==> config.mk <==
export PLATFORM = sky130hd
export DESIGN_NAME = wb_arbiter_flat
export DESIGN_NICKNAME = d
export VERILOG_FILES = /design/src/rtl/wb_pkg.sv /design/src/rtl/wb_arbiter_if.sv /design/src/rtl/rr_pick.sv /design/src/rtl/wb_arbiter.sv /design/src/flat_wrapper.sv
export SDC_FILE = /design/constraint.sdc
export NUM_CORES = 1
export LEC_CHECK = 0
export BUFFER_PORTS_ARGS = -buffer_cell sky130_fd_sc_hd__buf_2
export CAP_MARGIN = 25
export CORE_AREA = 5 5 114 116
export CTS_CLUSTER_DIAMETER = 60
export DETAILED_ROUTE_END_ITERATION = 10
export DIE_AREA = 0 0 119 121
export SLEW_MARGIN = 15
export SYNTH_ARGS = -nofsm -noshare
export SYNTH_HDL_FRONTEND = slang
export SYNTH_SLANG_ARGS = --single-unit
==> constraint.sdc <==
create_clock -name wb_clk -period 2.52 [get_ports wb_clk]
set_input_delay 0.252 -clock wb_clk [delete_from_list [all_inputs] [get_ports wb_clk]]
set_output_delay 0.252 -clock wb_clk [all_outputs]
set_load 0.02 [all_outputs]
==> src/rtl/wb_pkg.sv <==
// Shared definitions for the Wishbone arbiter: FSM encoding, CTI codes,
// default widths and a small index helper.
package wb_pkg;

    typedef enum logic [1:0] {
        ST_IDLE  = 2'd0,
        ST_OWNED = 2'd1,
        ST_ABORT = 2'd2
    } arb_state_e;

    // Wishbone cycle type identifiers
    localparam logic [2:0] CTI_CLASSIC = 3'b000;
    localparam logic [2:0] CTI_CONST   = 3'b001;
    localparam logic [2:0] CTI_INCR    = 3'b010;
    localparam logic [2:0] CTI_EOB     = 3'b111;

    localparam int DEF_NUM_MASTERS = 2;
    localparam int DEF_DATA        = 32;
    localparam int DEF_ADDR        = 32;
    localparam int DEF_TIMEOUT     = 255;

    // Next index after idx, wrapping to 0 past n-1
    function automatic int wrap_inc(input int idx, input int n);
        return (idx + 1 >= n) ? 0 : idx + 1;
    endfunction

endpackage

==> src/rtl/wb_arbiter_if.sv <==
// Bus bundle between the requesting masters, the arbiter and the shared slave.
// The arbiter uses the slave modport (it serves the masters); the environment
// that drives requests and slave responses uses the master modport.
interface wb_arbiter_if import wb_pkg::*; #(
    parameter int NUM_MASTERS = DEF_NUM_MASTERS,
    parameter int DATA        = DEF_DATA,
    parameter int ADDR        = DEF_ADDR
);
    localparam int STRB = DATA / 8;

    logic [NUM_MASTERS-1:0]      m_cyc_i, m_stb_i, m_we_i;
    logic [NUM_MASTERS*ADDR-1:0] m_adr_i;
    logic [NUM_MASTERS*DATA-1:0] m_dat_i;
    logic [NUM_MASTERS*STRB-1:0] m_sel_i;
    logic [NUM_MASTERS-1:0]      m_ack_o, m_err_o;
    logic [DATA-1:0]             m_dat_o;

    logic                        s_cyc_o, s_stb_o, s_we_o;
    logic [ADDR-1:0]             s_adr_o;
    logic [DATA-1:0]             s_dat_o;
    logic [STRB-1:0]             s_sel_o;
    logic                        s_ack_i, s_err_i;
    logic [DATA-1:0]             s_dat_i;

    logic [NUM_MASTERS-1:0]      grant_o;
    logic [15:0]                 timeout_cnt_o;

    modport slave (
        input  m_cyc_i, m_stb_i, m_we_i, m_adr_i, m_dat_i, m_sel_i,
        input  s_ack_i, s_err_i, s_dat_i,
        output m_ack_o, m_err_o, m_dat_o,
        output s_cyc_o, s_stb_o, s_we_o, s_adr_o, s_dat_o, s_sel_o,
        output grant_o, timeout_cnt_o
    );

    modport master (
        output m_cyc_i, m_stb_i, m_we_i, m_adr_i, m_dat_i, m_sel_i,
        output s_ack_i, s_err_i, s_dat_i,
        input  m_ack_o, m_err_o, m_dat_o,
        input  s_cyc_o, s_stb_o, s_we_o, s_adr_o, s_dat_o, s_sel_o,
        input  grant_o, timeout_cnt_o
    );

endinterface

==> src/rtl/rr_pick.sv <==
// Combinational round-robin picker: first request at or after the pointer.
module rr_pick import wb_pkg::*; #(
    parameter int NUM_MASTERS = DEF_NUM_MASTERS,
    parameter int PTR_W       = 1
) (
    input  logic [NUM_MASTERS-1:0] i_req,
    input  logic [PTR_W-1:0]       i_ptr,
    output logic [NUM_MASTERS-1:0] o_gnt
);
    logic [PTR_W-1:0] w_idx;
    logic             w_found;

    // Walk the requesters starting at the pointer; first hit wins
    always_comb begin
        o_gnt   = '0;
        w_found = 1'b0;
        w_idx   = '0;
        for (int k = 0; k < NUM_MASTERS; k++) begin
            w_idx = PTR_W'((int'(i_ptr) + k) % NUM_MASTERS);
            if (!w_found && i_req[w_idx]) begin
                o_gnt[w_idx] = 1'b1;
                w_found      = 1'b1;
            end
        end
    end

endmodule

==> src/rtl/wb_arbiter.sv <==
// Round-robin Wishbone arbiter with stall timeout and post-abort lockout.
module wb_arbiter import wb_pkg::*; #(
    parameter int NUM_MASTERS = DEF_NUM_MASTERS,
    parameter int DATA        = DEF_DATA,
    parameter int ADDR        = DEF_ADDR,
    parameter int TIMEOUT     = DEF_TIMEOUT
) (
    input  logic        wb_clk,
    input  logic        rst_n,
    wb_arbiter_if.slave bus
);
    localparam int STRB  = DATA / 8;
    localparam int PTR_W = (NUM_MASTERS > 1) ? $clog2(NUM_MASTERS) : 1;

    arb_state_e             r_state, w_next;
    logic [NUM_MASTERS-1:0] r_grant, r_lock, w_req, w_pick;
    logic [PTR_W-1:0]       r_ptr, r_owner, w_pick_idx;
    logic [15:0]            r_wait, r_tcnt;
    logic                   w_own_cyc, w_own_stb, w_own_we, w_stall, w_tmo;
    logic [ADDR-1:0]        w_own_adr;
    logic [DATA-1:0]        w_own_dat;
    logic [STRB-1:0]        w_own_sel;

    // A master aborted by timeout stays out until it drops cyc once
    assign w_req = bus.m_cyc_i & ~r_lock;

    rr_pick #(.NUM_MASTERS(NUM_MASTERS), .PTR_W(PTR_W)) u_pick (
        .i_req (w_req),
        .i_ptr (r_ptr),
        .o_gnt (w_pick)
    );

    // Convert the one-hot pick into an index
    always_comb begin
        w_pick_idx = '0;
        for (int k = 0; k < NUM_MASTERS; k++)
            if (w_pick[k]) w_pick_idx = PTR_W'(k);
    end

    // Select the current owner's request lines
    always_comb begin
        w_own_cyc = 1'b0;
        w_own_stb = 1'b0;
        w_own_we  = 1'b0;
        w_own_adr = '0;
        w_own_dat = '0;
        w_own_sel = '0;
        for (int k = 0; k < NUM_MASTERS; k++) begin
            if (r_owner == PTR_W'(k)) begin
                w_own_cyc = bus.m_cyc_i[k];
                w_own_stb = bus.m_stb_i[k];
                w_own_we  = bus.m_we_i[k];
                w_own_adr = bus.m_adr_i[k*ADDR +: ADDR];
                w_own_dat = bus.m_dat_i[k*DATA +: DATA];
                w_own_sel = bus.m_sel_i[k*STRB +: STRB];
            end
        end
    end

    // Stalled strobe; timeout fires when this stall would bring the count to TIMEOUT
    assign w_stall = (r_state == ST_OWNED) && w_own_stb && !bus.s_ack_i && !bus.s_err_i;
    assign w_tmo   = w_stall && (({1'b0, r_wait} + 17'd1) >= 17'(TIMEOUT));

    // State register
    always_ff @(posedge wb_clk or negedge rst_n) begin
        if (!rst_n) r_state <= ST_IDLE;
        else        r_state <= w_next;
    end

    // Next-state logic
    always_comb begin
        w_next = r_state;
        case (r_state)
            ST_IDLE:  if (|w_pick) w_next = ST_OWNED;
            ST_OWNED: begin
                if (!w_own_cyc)  w_next = ST_IDLE;
                else if (w_tmo)  w_next = ST_ABORT;
            end
            default:  w_next = ST_IDLE;
        endcase
    end

    // Bus outputs: mirror owner to slave, route response back to owner only
    always_comb begin
        bus.s_cyc_o = 1'b0;
        bus.s_stb_o = 1'b0;
        bus.s_we_o  = 1'b0;
        bus.s_adr_o = '0;
        bus.s_dat_o = '0;
        bus.s_sel_o = '0;
        bus.m_ack_o = '0;
        bus.m_err_o = '0;
        bus.m_dat_o = '0;
        bus.grant_o = '0;
        if (r_state == ST_OWNED) begin
            bus.s_cyc_o = w_own_cyc;
            bus.s_stb_o = w_own_stb;
            bus.s_we_o  = w_own_we;
            bus.s_adr_o = w_own_adr;
            bus.s_dat_o = w_own_dat;
            bus.s_sel_o = w_own_sel;
            bus.m_dat_o = bus.s_dat_i;
            bus.m_ack_o = r_grant & {NUM_MASTERS{bus.s_ack_i}};
            bus.m_err_o = r_grant & {NUM_MASTERS{bus.s_err_i}};
            bus.grant_o = r_grant;
        end else if (r_state == ST_ABORT) begin
            bus.m_err_o = r_grant;
        end
    end

    assign bus.timeout_cnt_o = r_tcnt;

    // Grant, pointer, wait counter, timeout statistics and lockout
    always_ff @(posedge wb_clk or negedge rst_n) begin
        if (!rst_n) begin
            r_grant <= '0;
            r_owner <= '0;
            r_ptr   <= '0;
            r_wait  <= '0;
            r_tcnt  <= '0;
            r_lock  <= '0;
        end else begin
            r_lock <= r_lock & bus.m_cyc_i;
            case (r_state)
                ST_IDLE: begin
                    r_wait <= '0;
                    if (|w_pick) begin
                        r_grant <= w_pick;
                        r_owner <= w_pick_idx;
                        r_ptr   <= PTR_W'(wrap_inc(int'(w_pick_idx), NUM_MASTERS));
                    end
                end
                ST_OWNED: begin
                    if (!w_own_cyc) begin
                        r_wait <= '0;
                    end else if (w_tmo) begin
                        r_wait <= '0;
                        r_lock <= (r_lock & bus.m_cyc_i) | r_grant;
                        if (r_tcnt != 16'hFFFF) r_tcnt <= r_tcnt + 16'd1;
                    end else if (w_stall) begin
                        r_wait <= r_wait + 16'd1;
                    end else begin
                        r_wait <= '0;
                    end
                end
                default: r_wait <= '0;
            endcase
        end
    end

endmodule

==> src/flat_wrapper.sv <==
// flat-port wrapper written by rule: the top's interface ports become plain ports
module wb_arbiter_flat import wb_pkg::*;
#(
    parameter int NUM_MASTERS = DEF_NUM_MASTERS,
    parameter int DATA        = DEF_DATA,
    parameter int ADDR        = DEF_ADDR,
    parameter int TIMEOUT     = DEF_TIMEOUT
)
  (wb_clk, rst_n, bus_m_cyc_i, bus_m_stb_i, bus_m_we_i, bus_m_adr_i, bus_m_dat_i, bus_m_sel_i, bus_s_ack_i, bus_s_err_i, bus_s_dat_i, bus_m_ack_o, bus_m_err_o, bus_m_dat_o, bus_s_cyc_o, bus_s_stb_o, bus_s_we_o, bus_s_adr_o, bus_s_dat_o, bus_s_sel_o, bus_grant_o, bus_timeout_cnt_o);
  wb_arbiter_if #(.NUM_MASTERS(NUM_MASTERS), .DATA(DATA), .ADDR(ADDR)) bus_i ();
  input  logic wb_clk;
  input  logic rst_n;
  input wire logic [$bits(bus_i.m_cyc_i)-1:0] bus_m_cyc_i;
  input wire logic [$bits(bus_i.m_stb_i)-1:0] bus_m_stb_i;
  input wire logic [$bits(bus_i.m_we_i)-1:0] bus_m_we_i;
  input wire logic [$bits(bus_i.m_adr_i)-1:0] bus_m_adr_i;
  input wire logic [$bits(bus_i.m_dat_i)-1:0] bus_m_dat_i;
  input wire logic [$bits(bus_i.m_sel_i)-1:0] bus_m_sel_i;
  input wire logic [$bits(bus_i.s_ack_i)-1:0] bus_s_ack_i;
  input wire logic [$bits(bus_i.s_err_i)-1:0] bus_s_err_i;
  input wire logic [$bits(bus_i.s_dat_i)-1:0] bus_s_dat_i;
  output wire logic [$bits(bus_i.m_ack_o)-1:0] bus_m_ack_o;
  output wire logic [$bits(bus_i.m_err_o)-1:0] bus_m_err_o;
  output wire logic [$bits(bus_i.m_dat_o)-1:0] bus_m_dat_o;
  output wire logic [$bits(bus_i.s_cyc_o)-1:0] bus_s_cyc_o;
  output wire logic [$bits(bus_i.s_stb_o)-1:0] bus_s_stb_o;
  output wire logic [$bits(bus_i.s_we_o)-1:0] bus_s_we_o;
  output wire logic [$bits(bus_i.s_adr_o)-1:0] bus_s_adr_o;
  output wire logic [$bits(bus_i.s_dat_o)-1:0] bus_s_dat_o;
  output wire logic [$bits(bus_i.s_sel_o)-1:0] bus_s_sel_o;
  output wire logic [$bits(bus_i.grant_o)-1:0] bus_grant_o;
  output wire logic [$bits(bus_i.timeout_cnt_o)-1:0] bus_timeout_cnt_o;
  assign bus_i.m_cyc_i = bus_m_cyc_i;
  assign bus_i.m_stb_i = bus_m_stb_i;
  assign bus_i.m_we_i = bus_m_we_i;
  assign bus_i.m_adr_i = bus_m_adr_i;
  assign bus_i.m_dat_i = bus_m_dat_i;
  assign bus_i.m_sel_i = bus_m_sel_i;
  assign bus_i.s_ack_i = bus_s_ack_i;
  assign bus_i.s_err_i = bus_s_err_i;
  assign bus_i.s_dat_i = bus_s_dat_i;
  assign bus_m_ack_o = bus_i.m_ack_o;
  assign bus_m_err_o = bus_i.m_err_o;
  assign bus_m_dat_o = bus_i.m_dat_o;
  assign bus_s_cyc_o = bus_i.s_cyc_o;
  assign bus_s_stb_o = bus_i.s_stb_o;
  assign bus_s_we_o = bus_i.s_we_o;
  assign bus_s_adr_o = bus_i.s_adr_o;
  assign bus_s_dat_o = bus_i.s_dat_o;
  assign bus_s_sel_o = bus_i.s_sel_o;
  assign bus_grant_o = bus_i.grant_o;
  assign bus_timeout_cnt_o = bus_i.timeout_cnt_o;
  wb_arbiter #(.NUM_MASTERS(NUM_MASTERS), .DATA(DATA), .ADDR(ADDR), .TIMEOUT(TIMEOUT)) u_core (.wb_clk(wb_clk), .rst_n(rst_n), .bus(bus_i));
endmodule
# [After elaboration in Yosys (flattened, before gate mapping)]
# Index checks and enable logic that the tools add are counted.
[word_totals] register_bits=40 output_inout_bits=125 wordCells=86
[classes] addsub=5 n_lt_le_gt_ge=6 eq_ne=5 mux=41 bitwise_logic=7 n_reduce_logical=15
[op_table] op="2-to-1 mux 32 bit" count=5
[op_table] op="2-to-1 mux 16 bit" count=4
[op_table] op="adder 16 x 1 -> 16 bit, second input constant" count=2
[op_table] op="2-to-1 mux 2 bit" count=12
[op_table] op="adder 16 x 1 -> 17 bit, second input constant" count=1
[op_table] op=">= comparator 17 x 8 -> 1 bit, second input constant" count=1
[op_table] op="inequality test 16 bit, second input constant" count=1
[op_table] op="2-to-1 mux 1 bit" count=15
[op_table] op="bitwise AND 2 bit" count=4
[op_table] op="2-to-1 mux 4 bit" count=2
[op_table] op="logical AND 1 bit" count=7
[op_table] op="less-than comparator 1 x 2 -> 1 bit, second input constant" count=2
[op_table] op="bitwise OR 2 bit" count=2
[op_table] op="one-hot mux 2 bit (2 select lines)" count=1
[op_table] op="AND reduction 2 bit" count=2
[op_table] op="AND reduction 4 bit" count=1
[op_table] op="zero test 1 bit" count=3
[op_table] op="inequality test 3 bit, second input constant" count=1
[op_table] op="adder 1 x 1 -> 2 bit, second input constant" count=1
[op_table] op="demux 1 bit (select 1 bit)" count=2
[op_table] op="equality test 2 x 1 -> 1 bit, second input constant" count=1
[op_table] op="equality test 2 bit, second input constant" count=1
[op_table] op=">= comparator 1 bit, second input constant" count=2
[op_table] op=">= comparator 2 bit, second input constant" count=1
[op_table] op="other kinds (5)" count=5

# [Depth between registers and ports, before layout]
[logic_depth] depth_word=12 depth_mapped=9 mapped_depth_nobuf=8

# [Hierarchy]
# Synthesis repeated with hierarchy kept, for this count alone.
[unflattened] hier_cells=381 hier_area_um2=3173.0
[by_module_without_submodules] module="wb_arbiter" n_inst=1 cells_each=378 area_each_um2=3154.3 seq_area_each_um2=975.9
[by_module_without_submodules] module="rr_pick" n_inst=1 cells_each=3 area_each_um2=18.8 seq_area_each_um2=0.0

# [Worst setup path after synthesis]
# Ideal clock, no wire load.
[synth_path] kind="reg-to-reg" start="reg u_core.r_wait[0]" end="reg u_core.r_tcnt[1] (netlist: u_core.bus.timeout_cnt_o[1])" arrival_time_ns=1.940 t_required_ns=2.395 path_slack_ns=0.455 path_stages_with_launch=9 n_path_buf=0 path_cell_list="dfrtp_1 > ha_1 > xor2_1 > and3_1 > o211ai_1 > o311a_1 > nand2_2 > nand2_1 > mux2_4"
[synth_between] elab_chain_cells=4
[synth_rtl] element="from (decl)" line="wb_arbiter.sv:18" text="logic [15:0] r_wait, r_tcnt;"
[synth_rtl] element="from (signal assigned)" line="wb_arbiter.sv:141" text="r_wait <= r_wait + 16'd1;"
[synth_rtl] element="adder 16 x 1 -> 17 bit" line="wb_arbiter.sv:62" text="assign w_tmo = w_stall && (({1'b0, r_wait} + 17'd1) >= 17'(TIMEOUT));"
[synth_rtl] element=">= comparator 17 x 8 -> 1 bit" line="wb_arbiter.sv:62"
[synth_rtl] element="logical AND 1 bit" line="wb_arbiter.sv:62"
[synth_rtl] element="AND reduction 4 bit (no source line)"
[synth_rtl] element="to (signal assigned)" line="wb_arbiter.sv:139" text="if (r_tcnt != 16'hFFFF) r_tcnt <= r_tcnt + 16'd1;"
[synth_rtl] element="to (decl)" line="wb_arbiter.sv:18"
# No other way between the ends.
# A chain may end at the register's enable or synchronous reset.

# [Worst setup path in the final report]
[layout_path] start="reg u_core.r_wait[0]" end="reg u_core.r_tcnt[12] (netlist: u_core.bus.timeout_cnt_o[12])"
# Same word-level chain as after synthesis.

==> reports/qor.txt <==
status - completed
Starting Density - 26.9%
setup TNS - 0 ns
CTS tree - done
final instance area - 4990 um2
Synth Register Bits - 39
critical path startpoint - u_core.r_wait[0]
Cell Int Power - 2.25 mW
GRT Util Overall - 20.4%
Layout area overhead - 57.0%
FF-to-FF path depth - 9
Total Power - 4.91 mW
CP max stage delay - 0.42 ns
DR top layer - met4
Hold Buf Count CTS - 0
io pins - 303
Max-slew headroom - 41.5%
crit path launch type - register
Placed Area - 4850 um2
Worst EP required - 2.69 ns
worst skew pair latency - 0.28 ns
Max Slew Vio Count - 0
routed length on met3 - 1390 um
total CTS buffers - 5
Layout fillers - 1,215
crit end category - register
Mapped Cells - 382
Post-CTS Setup Bufs - 0
WL per Instance - 18.7 um
Root Driver - clkbuf_16
Slew @ Worst Pin - 0.877 ns
dpl hpwl - 13,600 um
crit path kind - register to register
first-pass GRT wire length - 22,800 um
register share of total power - 15.5%
H-Tree Depth - 2
core area - 11,800 um2
full die area - 14,400 um2
RSZ-0062 raised after global routing - false
post-route antenna net violation count - 0
largest net degree at the start of global routing - 74
Cell Chain, Critical Path - ha_1, xor2_1, and3_1, o211ai_1, o311a_1, nand2_2, buf_4, nand4b_1, xnor2_1
sequential fraction of the synthesis area - 30.7%
Netlist Area Pre-Place - 3180 um2
fin crit share - 89.7%
sw frac - 54.1%
Yosys cell types - 45
Psw - 2.66 mW
Overflow after GRT - 0
Worst Path Max Fanout - 12
vias per inst - 4.69
Primary FF master, synth - dfrtp_1
final design utilization - 42.2%
Final Hold Vio Count - 0
initial drt markers - 226
fmax - 442 MHz
Arr. time, crit path - 2.43 ns
met1 wire length - 7240 um
worst reg2reg startpoint - u_core.r_wait[0]
FFs w/ async S/R, synth - 100%
post-route minimum period - 2.26 ns
vias in the first global route - 3,857
Mean Syn Cell Area - 8.32 um2
multi-input logic area - 2120 um2
MaxCap Viol Count - 0
ant diodes - 0
Comb power frac - 72.1%
post-CTS sizing - 0
row count - 40
initial antenna violation count - 0
Final Skew - 0.00711 ns
share of cells above drive strength 1 - 48.1%
final hold slack - 0.0870 ns
Worst R2R Setup Slack - 0.26 ns
number of synthesized flops with an enable pin - 0
pwr/cell area - 985 nW/um2
Min-Delay Path Class - input pin to asynchronous set/reset pin
PortBufs - 302
Synth Warn # - 0
Final setup viols - 0
clock group share of total power - 12.4%
reg2reg end - u_core.bus.timeout_cnt_o[12]
via count - 3,877
Clock Sinks - 39
Reg area - 980 um2
post-synth top area cell - dfrtp_1
DRT Pass-1 Iters - 5
share of the synthesized area in the top cell type - 30.7%
Worst path slowest cell - dfrtp_1
CTS Buffer Depth - 2
top cells by area, synth - dfrtp_1 31%, mux2i_1 22%, nor2_1 11%
final routed DRC violation total - 0
die width - 119 um
Total Wirelength - 15,500 um
Leak - 2.86 nW
Die Ht - 121 um
Max IR drop VDD - 473 uV
met2 WL post-DR - 6660 um
routability congestion estimate - 0.922
clock slew seen by the registers of the worst setup and hold paths - 0.06 ns
Nets - 860
## metal layers
| layer | track usage [%] | up-vias |
|---|---|---|
| li1 | - | 1889 |
| met1 | 29.5 | 1792 |
| met2 | 30.4 | 187 |
| met3 | 6.15 | 9 |
| met4 | 2.97 | 0 |
| met5 | 0 | - |
## placed cells by master, fill, tap and decap left out, drive strengths merged, types with 2 or more instances in the layout
| cell | n |
|---|---|
| clkbuf | 6 |
| nand3 | 12 |
| mux2 | 2 |
| inv | 4 |
| nor2b | 5 |
| xor2 | 3 |
| nor3 | 3 |
| mux2i | 70 |
| ha | 3 |
| buf | 306 |
| conb | 8 |
| nor2 | 90 |
| nand4 | 11 |
| and3 | 8 |
| a22o | 2 |
| and2 | 38 |
| nand2 | 20 |
| o21ai | 4 |
| xnor2 | 20 |
| o211ai | 2 |
| dfrtp | 39 |
| a21oi | 5 |
| nor4 | 3 |
## logic make-up after synthesis
kind of cell               Yosys count  synth area share (%)
adders and majority gates            3                  1.18
and+or+nand+nor                    195                  30.0
AOI/OAI and AO/OA                   22                  5.12
xor gates and xnor gates            23                  6.34
buffers and inverters               27                  3.70
muxes                               72                  22.9
other                                1                 0.118
DFF                                 39                  30.7
## how the worst max path moves through the flow
stage	endpoint	slack, ns	cells after the start
finish	u_core.bus.timeout_cnt_o[12]	0.26	9
global route	u_core.bus.timeout_cnt_o[3]	0.08	9
CTS	u_core.bus.timeout_cnt_o[12]	0.26	9
detailed placement	u_core.bus.timeout_cnt_o[4]	0.28	9
global placement	u_core.bus.timeout_cnt_o[12]	0.35	9
floorplan	u_core.bus.timeout_cnt_o[1]	0.46	8
## cell usage after synthesis (2+ instances only)
cell type	instances
nor2_1	89
mux2i_1	70
dfrtp_1	39
and2_1	38
xnor2_1	20
nand2_1	19
clkbuf_1	17
nand4_1	11
nand3_1	10
and3_1	8
a21oi_1	4
inv_1	4
o21ai_0	4
buf_1	3
ha_1	3
nor2b_1	3
nor3_1	3
nor4_1	3
xor2_1	3
a22o_1	2
buf_6	2
nand3_2	2
nor2b_2	2
o211ai_1	2
## power by group through the flow
stage               clock [mW]  sequential (mW)  combinational [mW]
floorplan                    0            0.759                2.22
global placement             0            0.768                3.55
detailed placement           0            0.771                3.57
CTS                      0.630            0.761                3.58
global route             0.662            0.770                3.78
finish                   0.610            0.759                3.54
## registers in the layout, summed over array words and instances (netlist names)
| name | count |
|---|---|
| u_core.bus.timeout_cnt_o | 16 |
| u_core.r_grant | 1 |
| u_core.r_lock | 2 |
| u_core.r_owner | 1 |
| u_core.r_ptr | 1 |
| u_core.r_state | 2 |
| u_core.r_wait | 16 |
## critical path: cells and delay by family (launching register included)
family,cells,cell delay [ns]
xor gates and xnor gates,2,0.34
buffers and inverters,1,0.19
adders and majority gates,1,0.26
and+or+nand+nor,3,0.43
AOI/OAI and AO/OA,2,0.50
DFF,1,0.42
## layout make-up
class / count / area share, %
clock buffer: 6 / 2.58
inverter: 4 / 0.301
sequential: 39 / 19.6
multi-input combinational: 323 / 42.4
tap: 147 / 3.69
timing repair buffer: 306 / 31.1
clock inverter: 2 / 0.251
## per-stage QoR
stage	setup slack, ns	std cells
floorplan	0.455	389
global placement	0.353	819
detailed placement	0.278	819
CTS	0.260	827
global route	0.0796	827
finish	0.259	827
Note: power is estimated with default switching activity, not from simulation.
